--- src/rtl/increment_loader.sv ---
// rtl/increment_loader.sv - serial 3-wire increment word loader for the fractional divider (optional LOADER_PARITY_EN)
module increment_loader #(
  parameter int WIDTH = 32,
  parameter int SYNC_STAGES = 2,
  parameter logic [WIDTH-1:0] DEFAULT_INC = WIDTH'(85)
) (
  input  logic             i_clk,
  input  logic             i_reset_n,
  input  logic             i_cs_n,
  input  logic             i_sclk,
  input  logic             i_sdata,
  output logic [WIDTH-1:0] o_incriment,
  output logic             o_load,
  output logic             o_busy,
  output logic             o_frame_err
);

`ifdef LOADER_PARITY_EN
  localparam int FRAME_LEN = WIDTH + 1;
`else
  localparam int FRAME_LEN = WIDTH;
`endif
  localparam int CW = $clog2(FRAME_LEN + 2);
  localparam logic [CW-1:0] FRAME_LEN_C = CW'(FRAME_LEN);
  localparam logic [CW-1:0] SAT_C       = CW'(FRAME_LEN + 1);
  localparam logic [CW-1:0] WIDTH_C     = CW'(WIDTH);

  localparam logic [1:0] ST_BOOT   = 2'd0;
  localparam logic [1:0] ST_IDLE   = 2'd1;
  localparam logic [1:0] ST_SHIFT  = 2'd2;
  localparam logic [1:0] ST_COMMIT = 2'd3;

  logic [SYNC_STAGES-1:0] cs_sync_q, cs_sync_d;
  logic [SYNC_STAGES-1:0] sclk_sync_q, sclk_sync_d;
  logic [SYNC_STAGES-1:0] sdata_sync_q, sdata_sync_d;
  // Marks which sync/prev stages hold a real pin sample rather than the reset preset.
  logic [SYNC_STAGES:0]   vld_q, vld_d;
  logic                   cs_prev_q, cs_prev_d;
  logic                   sclk_prev_q, sclk_prev_d;

  logic [1:0]             state_q, state_d;
  logic [WIDTH-1:0]       shreg_q, shreg_d;
  logic [CW-1:0]          count_q, count_d;
  logic [WIDTH-1:0]       inc_q, inc_d;
  logic                   load_q, load_d;
  logic                   err_q, err_d;
`ifdef LOADER_PARITY_EN
  logic                   parity_q, parity_d;
`endif

  logic cs_cur, sclk_cur, sdata_cur;
  logic cs_fall, cs_rise, sclk_rise;
  logic frame_ok;

  assign cs_cur    = cs_sync_q[SYNC_STAGES-1];
  assign sclk_cur  = sclk_sync_q[SYNC_STAGES-1];
  assign sdata_cur = sdata_sync_q[SYNC_STAGES-1];
  assign cs_fall   = cs_prev_q & ~cs_cur;
  assign cs_rise   = ~cs_prev_q & cs_cur;
  assign sclk_rise = ~sclk_prev_q & sclk_cur;

`ifdef LOADER_PARITY_EN
  assign frame_ok = (count_q == FRAME_LEN_C) && ((^shreg_q ^ parity_q) == 1'b0);
`else
  assign frame_ok = (count_q == FRAME_LEN_C);
`endif

  // Pin synchronizers plus one extra registered copy for edge detection.
  always_comb begin
    cs_sync_d    = {cs_sync_q[SYNC_STAGES-2:0], i_cs_n};
    sclk_sync_d  = {sclk_sync_q[SYNC_STAGES-2:0], i_sclk};
    sdata_sync_d = {sdata_sync_q[SYNC_STAGES-2:0], i_sdata};
    vld_d        = {vld_q[SYNC_STAGES-1:0], 1'b1};
    cs_prev_d    = cs_cur;
    sclk_prev_d  = sclk_cur;
  end

  // Frame state machine: boot load, wait for a genuine cs_n fall, shift, then judge the frame.
  always_comb begin
    state_d = state_q;
    shreg_d = shreg_q;
    count_d = count_q;
    inc_d   = inc_q;
    load_d  = 1'b0;
    err_d   = err_q;
`ifdef LOADER_PARITY_EN
    parity_d = parity_q;
`endif
    case (state_q)
      ST_BOOT: begin
        load_d  = 1'b1;
        inc_d   = DEFAULT_INC;
        err_d   = 1'b0;
        state_d = ST_IDLE;
      end
      ST_IDLE: begin
        // The previous copy must be a real sample so a preset 1 cannot fake a falling edge.
        if (cs_fall && vld_q[SYNC_STAGES]) begin
          shreg_d = '0;
          count_d = '0;
`ifdef LOADER_PARITY_EN
          parity_d = 1'b0;
`endif
          state_d = ST_SHIFT;
        end
      end
      ST_SHIFT: begin
        // cs_n rising wins over a coincident sclk edge.
        if (cs_rise) begin
          state_d = ST_COMMIT;
        end else if (sclk_rise) begin
          if (count_q < WIDTH_C) begin
            shreg_d = {shreg_q[WIDTH-2:0], sdata_cur};
          end
`ifdef LOADER_PARITY_EN
          else if (count_q == WIDTH_C) begin
            parity_d = sdata_cur;
          end
`endif
          if (count_q != SAT_C) begin
            count_d = count_q + 1'b1;
          end
        end
      end
      ST_COMMIT: begin
        if (frame_ok) begin
          inc_d  = shreg_q;
          load_d = 1'b1;
          err_d  = 1'b0;
        end else begin
          err_d  = 1'b1;
        end
        state_d = ST_IDLE;
      end
      default: state_d = ST_BOOT;
    endcase
  end

  // State registers with synchronous active-low reset.
  always_ff @(posedge i_clk) begin
    if (!i_reset_n) begin
      cs_sync_q    <= '1;
      sclk_sync_q  <= '0;
      sdata_sync_q <= '0;
      vld_q        <= '0;
      cs_prev_q    <= 1'b1;
      sclk_prev_q  <= 1'b0;
      state_q      <= ST_BOOT;
      shreg_q      <= '0;
      count_q      <= '0;
      inc_q        <= DEFAULT_INC;
      load_q       <= 1'b0;
      err_q        <= 1'b0;
`ifdef LOADER_PARITY_EN
      parity_q     <= 1'b0;
`endif
    end else begin
      cs_sync_q    <= cs_sync_d;
      sclk_sync_q  <= sclk_sync_d;
      sdata_sync_q <= sdata_sync_d;
      vld_q        <= vld_d;
      cs_prev_q    <= cs_prev_d;
      sclk_prev_q  <= sclk_prev_d;
      state_q      <= state_d;
      shreg_q      <= shreg_d;
      count_q      <= count_d;
      inc_q        <= inc_d;
      load_q       <= load_d;
      err_q        <= err_d;
`ifdef LOADER_PARITY_EN
      parity_q     <= parity_d;
`endif
    end
  end

  assign o_incriment = inc_q;
  assign o_load      = load_q;
  assign o_busy      = (state_q == ST_SHIFT);
  assign o_frame_err = err_q;

endmodule

--- config.mk ---
export PLATFORM = sky130hd
export DESIGN_NAME = increment_loader
export DESIGN_NICKNAME = d
export VERILOG_FILES = /design/src/rtl/increment_loader.sv
export SDC_FILE = /design/constraint.sdc
export NUM_CORES = 1
export LEC_CHECK = 0
export CORE_ASPECT_RATIO = 1.5
export CORE_UTILIZATION = 49
export CTS_CLUSTER_DIAMETER = 60
export DETAILED_ROUTE_END_ITERATION = 6
export GPL_ROUTABILITY_DRIVEN = 0
export PLACE_DENSITY = 0.74
export REMOVE_ABC_BUFFERS = 1
export SLEW_MARGIN = 20
export SYNTH_ARGS = -nofsm -noshare
export SYNTH_HDL_FRONTEND = slang
export SYNTH_SLANG_ARGS = --single-unit
--- constraint.sdc ---
create_clock -name i_clk -period 1.8 [get_ports i_clk]
set_input_delay 0.36 -clock i_clk [delete_from_list [all_inputs] [get_ports i_clk]]
set_output_delay 0.36 -clock i_clk [all_outputs]
set_load 0.1 [all_outputs]
Word level (Yosys, flattened, before mapping)
Cells that the tools add are included.
{ "word_totals": {"word_cells": 62, "romBits": 0, "latch_bits": 0, "ramBits": 0, "reg_bits": 85, "out_inout_bits": 35, "inputBits": 5, "memories": 0} }
{ "classes": {"mux": 20, "bitwise_logic": 6, "n_shift": 0, "n_reduce_logical": 9, "mul": 0, "addsub": 1, "magnitude_cmp": 1, "n_div": 0, "n_eq_ne": 12} }
{ "op_table": {"columns": ["operator", "n"], "rows": [
  ["$mux 32", 5],
  ["$pmux 32 s2", 2],
  ["$mux 6", 4],
  ["$pmux 6 s2", 1],
  ["$reduce_and 5->1", 2],
  ["$ne 2x1->1 const B", 4],
  ["$add 6x1->6 const B", 1],
  ["$eq 6x6->1 const B", 1],
  ["$lt 6x6->1 const B", 1],
  ["$ne 2x2->1 const B", 3],
  ["$ne 6x6->1 const B", 1],
  ["$pmux 2 s3", 1],
  ["$eq 2x2->1 const B", 2],
  ["$mux 2", 2],
  ["$pmux 1 s2", 2],
  ["$reduce_and 2->1", 2],
  ["$reduce_bool 2->1", 2],
  ["$and 1x1->1", 3],
  ["$mux 1", 3],
  ["$not 1->1", 3],
  ["$eq 2x1->1 const B", 1],
  ["$logic_not 2->1", 1],
  ["$reduce_or 2->1", 1],
  ["$logic_and 1x1->1", 1]
]} }

Logic depth before layout (Yosys ltp)
Gate-level depths: netlist of run 1.
{ "logic_depth": {"word_depth": 5, "ltp_mapped": 8, "depth_no_buf": 6} }

Least setup slack after synthesis of run 1
Ideal clock, no wire load.
{ "synth_path": {"path_kind": "register to register", "start": "register state_q[0]", "end": "register shreg_q[0]", "arrival_time_ps": 2351, "setup_ps": 72, "required_time_ps": 1728, "period_less_slack_ps": 2422, "stages_incl_launch_ff": 9, "path_slack_ps": -622, "n_path_buf": 2, "cell_sequence": "dfxtp_1 -> inv_1 -> ha_1 -> and2b_1 -> a31oi_2 -> a221o_1 -> buf_6 -> buf_6 -> mux2i_1"} }
{ "synth_via": {"elab_chain_cells": 3, "word_cells_on_any_way": 9, "classes_between": "eq/ne: 6; mux: 1; reduce/logical: 2"} }
{ "synth_lines": {"columns": ["element", "line", "text"], "rows": [
  ["from (decl)", "41", "logic [1:0] state_q, state_d;"],
  ["from (signal assigned)", "164", "state_q <= state_d;"],
  ["$eq 2x2->1 *", null, null],
  ["via o_busy", "14", "output logic o_busy,"],
  ["$ne 2x1->1 (no source line), or another cell as far along", null, null],
  ["$reduce_and 5->1 (no source line)", null, null],
  ["to (signal assigned)", "165", "shreg_q <= shreg_d;"],
  ["to (decl)", "42", "logic [WIDTH-1:0] shreg_q, shreg_d;"]
]} }
The timed path passes the listed nets; every way through them passes the cells marked *.
A chain may end at the register's enable or synchronous reset.

Final worst setup path of run 1
{ "layout_path": {"start": "register state_q[0]", "end": "register shreg_q[11]"} }
{ "layout_via": {"elab_chain_cells": 3, "word_cells_on_any_way": 9, "classes_between": "eq/ne: 6; mux: 1; reduce/logical: 2"} }
{ "layout_lines": {"columns": ["element", "line", "text"], "rows": [
  ["$eq 2x2->1 or $eq 2x1->1 (tied branches)", "89", "case (state_q)"],
  ["$ne 2x1->1 (no source line), or another cell as far along", null, null],
  ["$reduce_and 5->1 (no source line)", null, null]
]} }
Several ways; a longest one is shown, not always the timed one.

==> impl_metrics.csv, run 1 <==
group,metric,value,unit
die,placementRows,36,
logic_synthesis,synth_seq_cells,85,
placement,post-place-cells,413,
global_routing,grt_remaining_overflow,0,
clock_tree,cts_hold_buf,0,
critical_path,r2r_start,"state_q[0]$_SDFFE_PN0P_",
clock_tree,clk_pin_slew,90,ps
clock_tree,cts_tree,"built",
clock_tree,clock-sinks,85,
critical_path,critPathLaunchType,"flip-flop",
clock_tree,htree_levels,3,
placement,port-buffer-count,39,
logic_synthesis,mappedNetlistArea,3313,sq um
logic_synthesis,synth_area_per_cell,10.65,sq um
global_routing,grt_pass1_wl,10230,um
finish,fin_util,0.6826,
die,core,6531,sq um
drt,drc_errors,0,
die,io_pins,40,
status,status,"finished clean",
logic_synthesis,yosys.area.top_type,"dfxtp_1",
die,die_w,69.14,um
drt,viasPerCell,5.694,
critical_path,reg2reg_depth,7,
global_routing,grt_antenna_before_repair,0,
finish,fin_cells,434,
logic_synthesis,synth_seq_area_share,0.5136,
clock_tree,clock_latency,370,ps
sta,finalCriticalPeriod,1770,ps
global_routing,grt_pass1_vias,2257,
clock_tree,clk_path_buf_depth,2,
clock_tree,cts_inserted_buffers,9,
sta,holdWs,417.6,ps
sta,setup_viol,0,
drt,drtPass1Iterations,4,
sta,finalClockSkew,14.99,ps
critical_path,cp_max_fo,8,
critical_path,end_kind,"flip-flop",
critical_path,r2r-end,"shreg_q[11]$_SDFFE_PN0P_",
critical_path,crit_type,"reg2reg",
finish,nFillCells,454,
critical_path,endpoint,"shreg_q[11]$_SDFFE_PN0P_",
finish,n_antenna_cell,0,
power_and_ir_drop,powerDensity,1091,nW/um^2
sta,tightest_slew,447.6,ps
die,start_util,0.5073,
logic_synthesis,synth_cell_types,40,
logic_synthesis,syn-instance-count,311,
critical_path,startpoint,"state_q[0]$_SDFFE_PN0P_",
worst_hold_path,hp-class,"reg2reg",
die,die_y,102.7,um
logic_synthesis,synth_ff_type,"dfxtp_1",
flow_run,maxCapViolCount,0,
drt,wire_per_inst,15.73,um
global_routing,grt_max_degree,90,
logic_synthesis,ys_async_sr_fraction,0,
drt,vias,2471,
logic_synthesis,synthTopCellsByCount,"dfxtp_1 (85), nand2_1 (36), nand3_1 (35)",
clock_tree,cts-root-buf,"clkbuf_8",
sta,maxSlewViolCount,0,
die,die_area,7101,sq um
sta,max_freq,0.5648,GHz
critical_path,r2r_slack,30,ps
worst_hold_path,whs_path_depth,1,
sta,setup_tns,0,ps
drt,ant_nets,0,
drt,wl,6825,um
sta,max_slew_margin,0.7003,
logic_synthesis,synth.top_cell.area_share,0.5136,
global_routing,grt_usage,0.1829,
critical_path,crit_arrival,2050,ps
logic_synthesis,yosys_warnings,0,
logic_synthesis,synth_most_common_cell,"dfxtp_1",
finish,syn2layout_area_growth,34.55,%
critical_path,worst_ep_required_time,2080,ps
finish,layout-drive-gt1-share,0.2654,
sta,finalCritPeriodShare,0.9836,
logic_synthesis,synth_edf_count,0,
power_and_ir_drop,ir_drop,0.0009408,V
drt,dr.first_iter.drc_count,167,
power_and_ir_drop,p_leak,0.001795,uW
finish,num-nets-final,365,
sta,final_hold_viol_count,0,
logic_synthesis,synth_area_leaders,"dfxtp_1 (51%), mux2i_1 (10%), a22o_1 (5.3%)",
placement,dp_hpwl,3922,um
## logic make-up (layout without fill, tap and decap cells)
group	after synthesis	after routing	synth area share
and+or+nand+nor	100	100	0.1586
DFF	85	85	0.5136
AOI/OAI and AO/OA	56	56	0.1427
muxes	33	33	0.09970
buffers and inverters	30	77	0.05891
adders and majority gates	7	7	0.02643
## flip-flops by register name (all words and copies together), names as in the netlist
| name | flops |
|---|---|
| shreg_q | 32 |
| cs_sync_q | 2 |
| vld_q | 3 |
| sclk_sync_q | 2 |
| cs_prev_q | 1 |
| o_frame_err | 1 |
| count_q | 6 |
| state_q | 2 |
| o_incriment | 32 |
| sclk_prev_q | 1 |
| sdata_sync_q | 2 |
| o_load | 1 |
## layout make-up
type,count,area [sq um],area share
tap,76,95.09,0.02133
inverter,5,18.77,0.004210
clock buffer,10,127.6,0.02863
clock inverter,6,70.07,0.01572
timing repair buffer,56,982.2,0.2203
multi-input combinational,196,1458,0.3270
sequential,85,1707,0.3828
## worst min path at each step
stage	slack (ps)	start	to
2_1_floorplan	390	cs_sync_q[0]$_SDFF_PN1_	cs_sync_q[1]$_SDFF_PN1_
3_5_place_dp	410	cs_sync_q[0]$_SDFF_PN1_	cs_sync_q[1]$_SDFF_PN1_
3_3_place_gp	390	cs_sync_q[0]$_SDFF_PN1_	cs_sync_q[1]$_SDFF_PN1_
4_1_cts	430	cs_sync_q[0]$_SDFF_PN1_	cs_sync_q[1]$_SDFF_PN1_
5_1_grt	430	cs_sync_q[0]$_SDFF_PN1_	cs_sync_q[1]$_SDFF_PN1_
6_report	420	cs_sync_q[0]$_SDFF_PN1_	cs_sync_q[1]$_SDFF_PN1_
## cell usage in the layout (no fill, tap or decap), drive strengths merged, types with 4 or more instances in the layout
master and instances:
a22o 28, and2 7, buf 50, clkbuf 13
dfxtp 85, ha 7, inv 7, mux2i 33
nand2 36, nand2b 4, nand3 35, nor2b 5
o21ai 5, o22a 4
## layer usage
metal / vias to the layer above / GRT usage / wire (um)
met5: - / 0 / 0
met1: 1198 / 0.2137 / 2918
met4: 0 / 0.1460 / 219
met2: 58 / 0.2995 / 3476
li1: 1202 / - / -
met3: 13 / 0.03030 / 209
## worst max-delay path, cell delays in order, from the launching register on
cell	delay, ps
dfxtp_2	360
inv_2	60
ha_4	180
and2b_1	230
a31oi_2	60
a221o_2	430
buf_12	190
mux2i_1	180
## power breakdown
part	switching (uW)	internal [uW]
Sequential	44.6	1930
Clock	711	654
Combinational	823	701
## what timing repair did
| item | CTS | global route |
|---|---|---|
| endpoints found under the setup margin | 29 | 65 |
| pin swaps | 0 | 1 |
| gates cloned | 0 | 3 |
| resized for setup | 5 | 12 |
| buffers inserted | 0 | 2 |
## through the flow
step	setup WS, ps	power, uW	area (sq um)
2_1_floorplan	-2218	2783	3137
3_3_place_gp	19.48	3242	4109
3_5_place_dp	-105.6	3270	4109
4_1_cts	11.82	4638	4323
5_1_grt	-37.73	5040	4458
6_report	29.50	4864	4458
No activity file was read; power rests on OpenSTA's default activity.
==> run 2: changes to the inputs <==
GPL_ROUTABILITY_DRIVEN = unset   (was 0)
REMOVE_ABC_BUFFERS = unset   (was 1)
SETUP_SLACK_MARGIN = 0.3   (was unset)
==> impl_metrics.csv, run 2 (synthesis gave the netlist of run 1 again) <==
group,metric,value,unit
status,status,"finished clean",
critical_path,critPathLaunchType,"flip-flop",
clock_tree,cts_tree,"built",
sta,setup_slack,76.98,ps
finish,syn2layout_area_growth,39.39,%
sta,setup_viol,0,
drt,wl,7260,um
sta,maxSlewViolCount,0,
power_and_ir_drop,powerDensity,1082,nW/um^2
sta,finalCritPeriodShare,0.9572,
flow_run,maxCapViolCount,0,
critical_path,end_kind,"flip-flop",
critical_path,crit_type,"reg2reg",
clock_tree,cts_hold_buf,0,
global_routing,grt_usage,0.1945,
worst_hold_path,whs_path_depth,1,
sta,finalClockSkew,9.051,ps
drt,drtPass1Iterations,4,
global_routing,grt_pass1_vias,2403,
global_routing,grt_antenna_before_repair,0,
worst_hold_path,min_to,"cs_sync_q[1]$_SDFF_PN1_",
power_and_ir_drop,fin_total_pwr,4995,uW
sta,max_slew_margin,0.8003,
clock_tree,clock_latency,350,ps
placement,place_congestion,0.7848,
worst_hold_path,hp-class,"reg2reg",
critical_path,startpoint,"state_q[0]$_SDFFE_PN0P_",
critical_path,worst_ep_required_time,2070,ps
finish,layout-drive-gt1-share,0.3207,
sta,holdWs,432.1,ps
sta,max_freq,0.5804,GHz
clock_tree,cts-root-buf,"clkbuf_8",
die,die_w,69.14,um
drt,viasPerCell,5.752,
global_routing,grt_remaining_overflow,0,
drt,drc_errors,0,
sta,tightest_slew,299.5,ps
critical_path,reg2reg_depth,7,
clock_tree,clk_path_buf_depth,2,
sta,finalCriticalPeriod,1723,ps
power_and_ir_drop,ir_drop,0.0009948,V
finish,final_common_cell,"dfxtp_1",
drt,wire_per_inst,16.35,um
power_and_ir_drop,p_leak,0.001852,uW
die,die_y,102.7,um
placement,preCtsSetupSlack,-110.9,ps
sta,final_hold_viol_count,0,
clock_tree,htree_levels,3,
drt,dr.first_iter.drc_count,208,
die,start_util,0.5073,
die,placementRows,36,
finish,nFillCells,422,
placement,dp_hpwl,4103,um
critical_path,cp_max_fo,11,
finish,mostFrequentLayoutCells,"dfxtp_1 (80), buf_12 (39), nand2_1 (35), nand3_1 (34), mux2i_1 (32)",
worst_hold_path,hp-start,"cs_sync_q[0]$_SDFF_PN1_",
critical_path,r2r-end,"shreg_q[10]$_SDFFE_PN0P_",
clock_tree,clock-sinks,85,
finish,n_antenna_cell,0,
sta,rsz0062_at_grt,"true",
placement,port-buffer-count,39,
logic_synthesis,syn_nets,323,
clock_tree,cts_inserted_buffers,9,
critical_path,crit_arrival,1990,ps
die,io_pins,40,
global_routing,grt_max_degree,34,
drt,ant_nets,0,
finish,num-nets-final,375,
die,die_area,7101,sq um
critical_path,r2r_start,"state_q[0]$_SDFFE_PN0P_",
die,core,6531,sq um
global_routing,grt_pass1_wl,11040,um
clock_tree,clk_pin_slew,80,ps
drt,vias,2554,
critical_path,r2r_slack,80,ps
sta,setup_tns,0,ps
-- run 2: cell types whose count changed in the layout (fill, tap and decap cells not counted), sizes merged --
| cell | change |
|---|---|
| clkinv | -1 |
| buf | +9 |
| inv | -2 |
| clkbuf | +2 |
| and4 | +1 |
| clkinvlp | +1 |
-- run 2: worst max-delay path by stage --
stage,depth (start not counted),end
after global routing,7,shreg_q[10]$_SDFFE_PN0P_
after CTS,7,shreg_q[15]$_SDFFE_PN0P_
after global placement,5,o_incriment[12]$_SDFFE_PN0P_
after detailed placement,5,o_incriment[11]$_SDFFE_PN0P_
after floorplan,8,shreg_q[0]$_SDFFE_PN0P_
final,7,shreg_q[10]$_SDFFE_PN0P_
-- run 2: stage by stage --
step / utilization / instance area (sq um) / cells
finish: 0.7071 / 4618 / 444
global route: 0.7071 / 4618 / 444
CTS: 0.6841 / 4468 / 440
detailed placement: 0.6328 / 4133 / 414
global placement: 0.6328 / 4133 / 414
floorplan: - / 3353 / 311
-- run 2: final cells by class --
cell class / instances / area [sq um] / share of cell area
sequential: 85 / 1718 / 0.3720
clock buffer: 12 / 145.1 / 0.03143
timing repair buffer: 65 / 1052 / 0.2279
inverter: 5 / 23.77 / 0.005148
multi-input combinational: 197 / 1536 / 0.3327
clock inverter: 4 / 47.55 / 0.01030
tap: 76 / 95.09 / 0.02059
-- run 2: per-layer routing --
| layer | part of all wire | up-vias | GRT usage | routed length [um] |
|---|---|---|---|---|
| li1 | - | 1220 | - | - |
| met4 | 0.024 | 0 | 0.09419 | 172 |
| met3 | 0.048 | 18 | 0.03910 | 351 |
| met1 | 0.42 | 1244 | 0.2242 | 3018 |
| met5 | 0 | - | 0 | 0 |
| met2 | 0.51 | 72 | 0.3458 | 3717 |
-- run 2: repair_timing --
| item | CTS | global route |
|---|---|---|
| setup buffers | 9 | 1 |
| endpoints found under the setup margin | 71 | 72 |
| resized for setup | 25 | 20 |
| pin swaps | 8 | 11 |
| cloned | 1 | 3 |
-- run 2: worst max-delay path: stages, from the launching register on --
cell	delay, ps
dfxtp_4	390
inv_4	60
ha_4	160
and2b_2	240
a31oi_4	40
a221o_2	380
buf_12	180
mux2i_1	190
-- run 2: power by group --
| part | total (uW) | internal [uW] | switching [uW] | leakage [uW] |
|---|---|---|---|---|
| sequential | 1990 | 1930 | 56.3 | 0.000691 |
| combinational | 1690 | 791 | 899 | 0.00106 |
| clock | 1320 | 676 | 643 | 0.0000964 |
==> run 3: changes to the inputs <==
GPL_ROUTABILITY_DRIVEN = 1   (was unset)
==> results of run 3 <==
No change in the layout: final DEF, timing and power equal those of run 2.
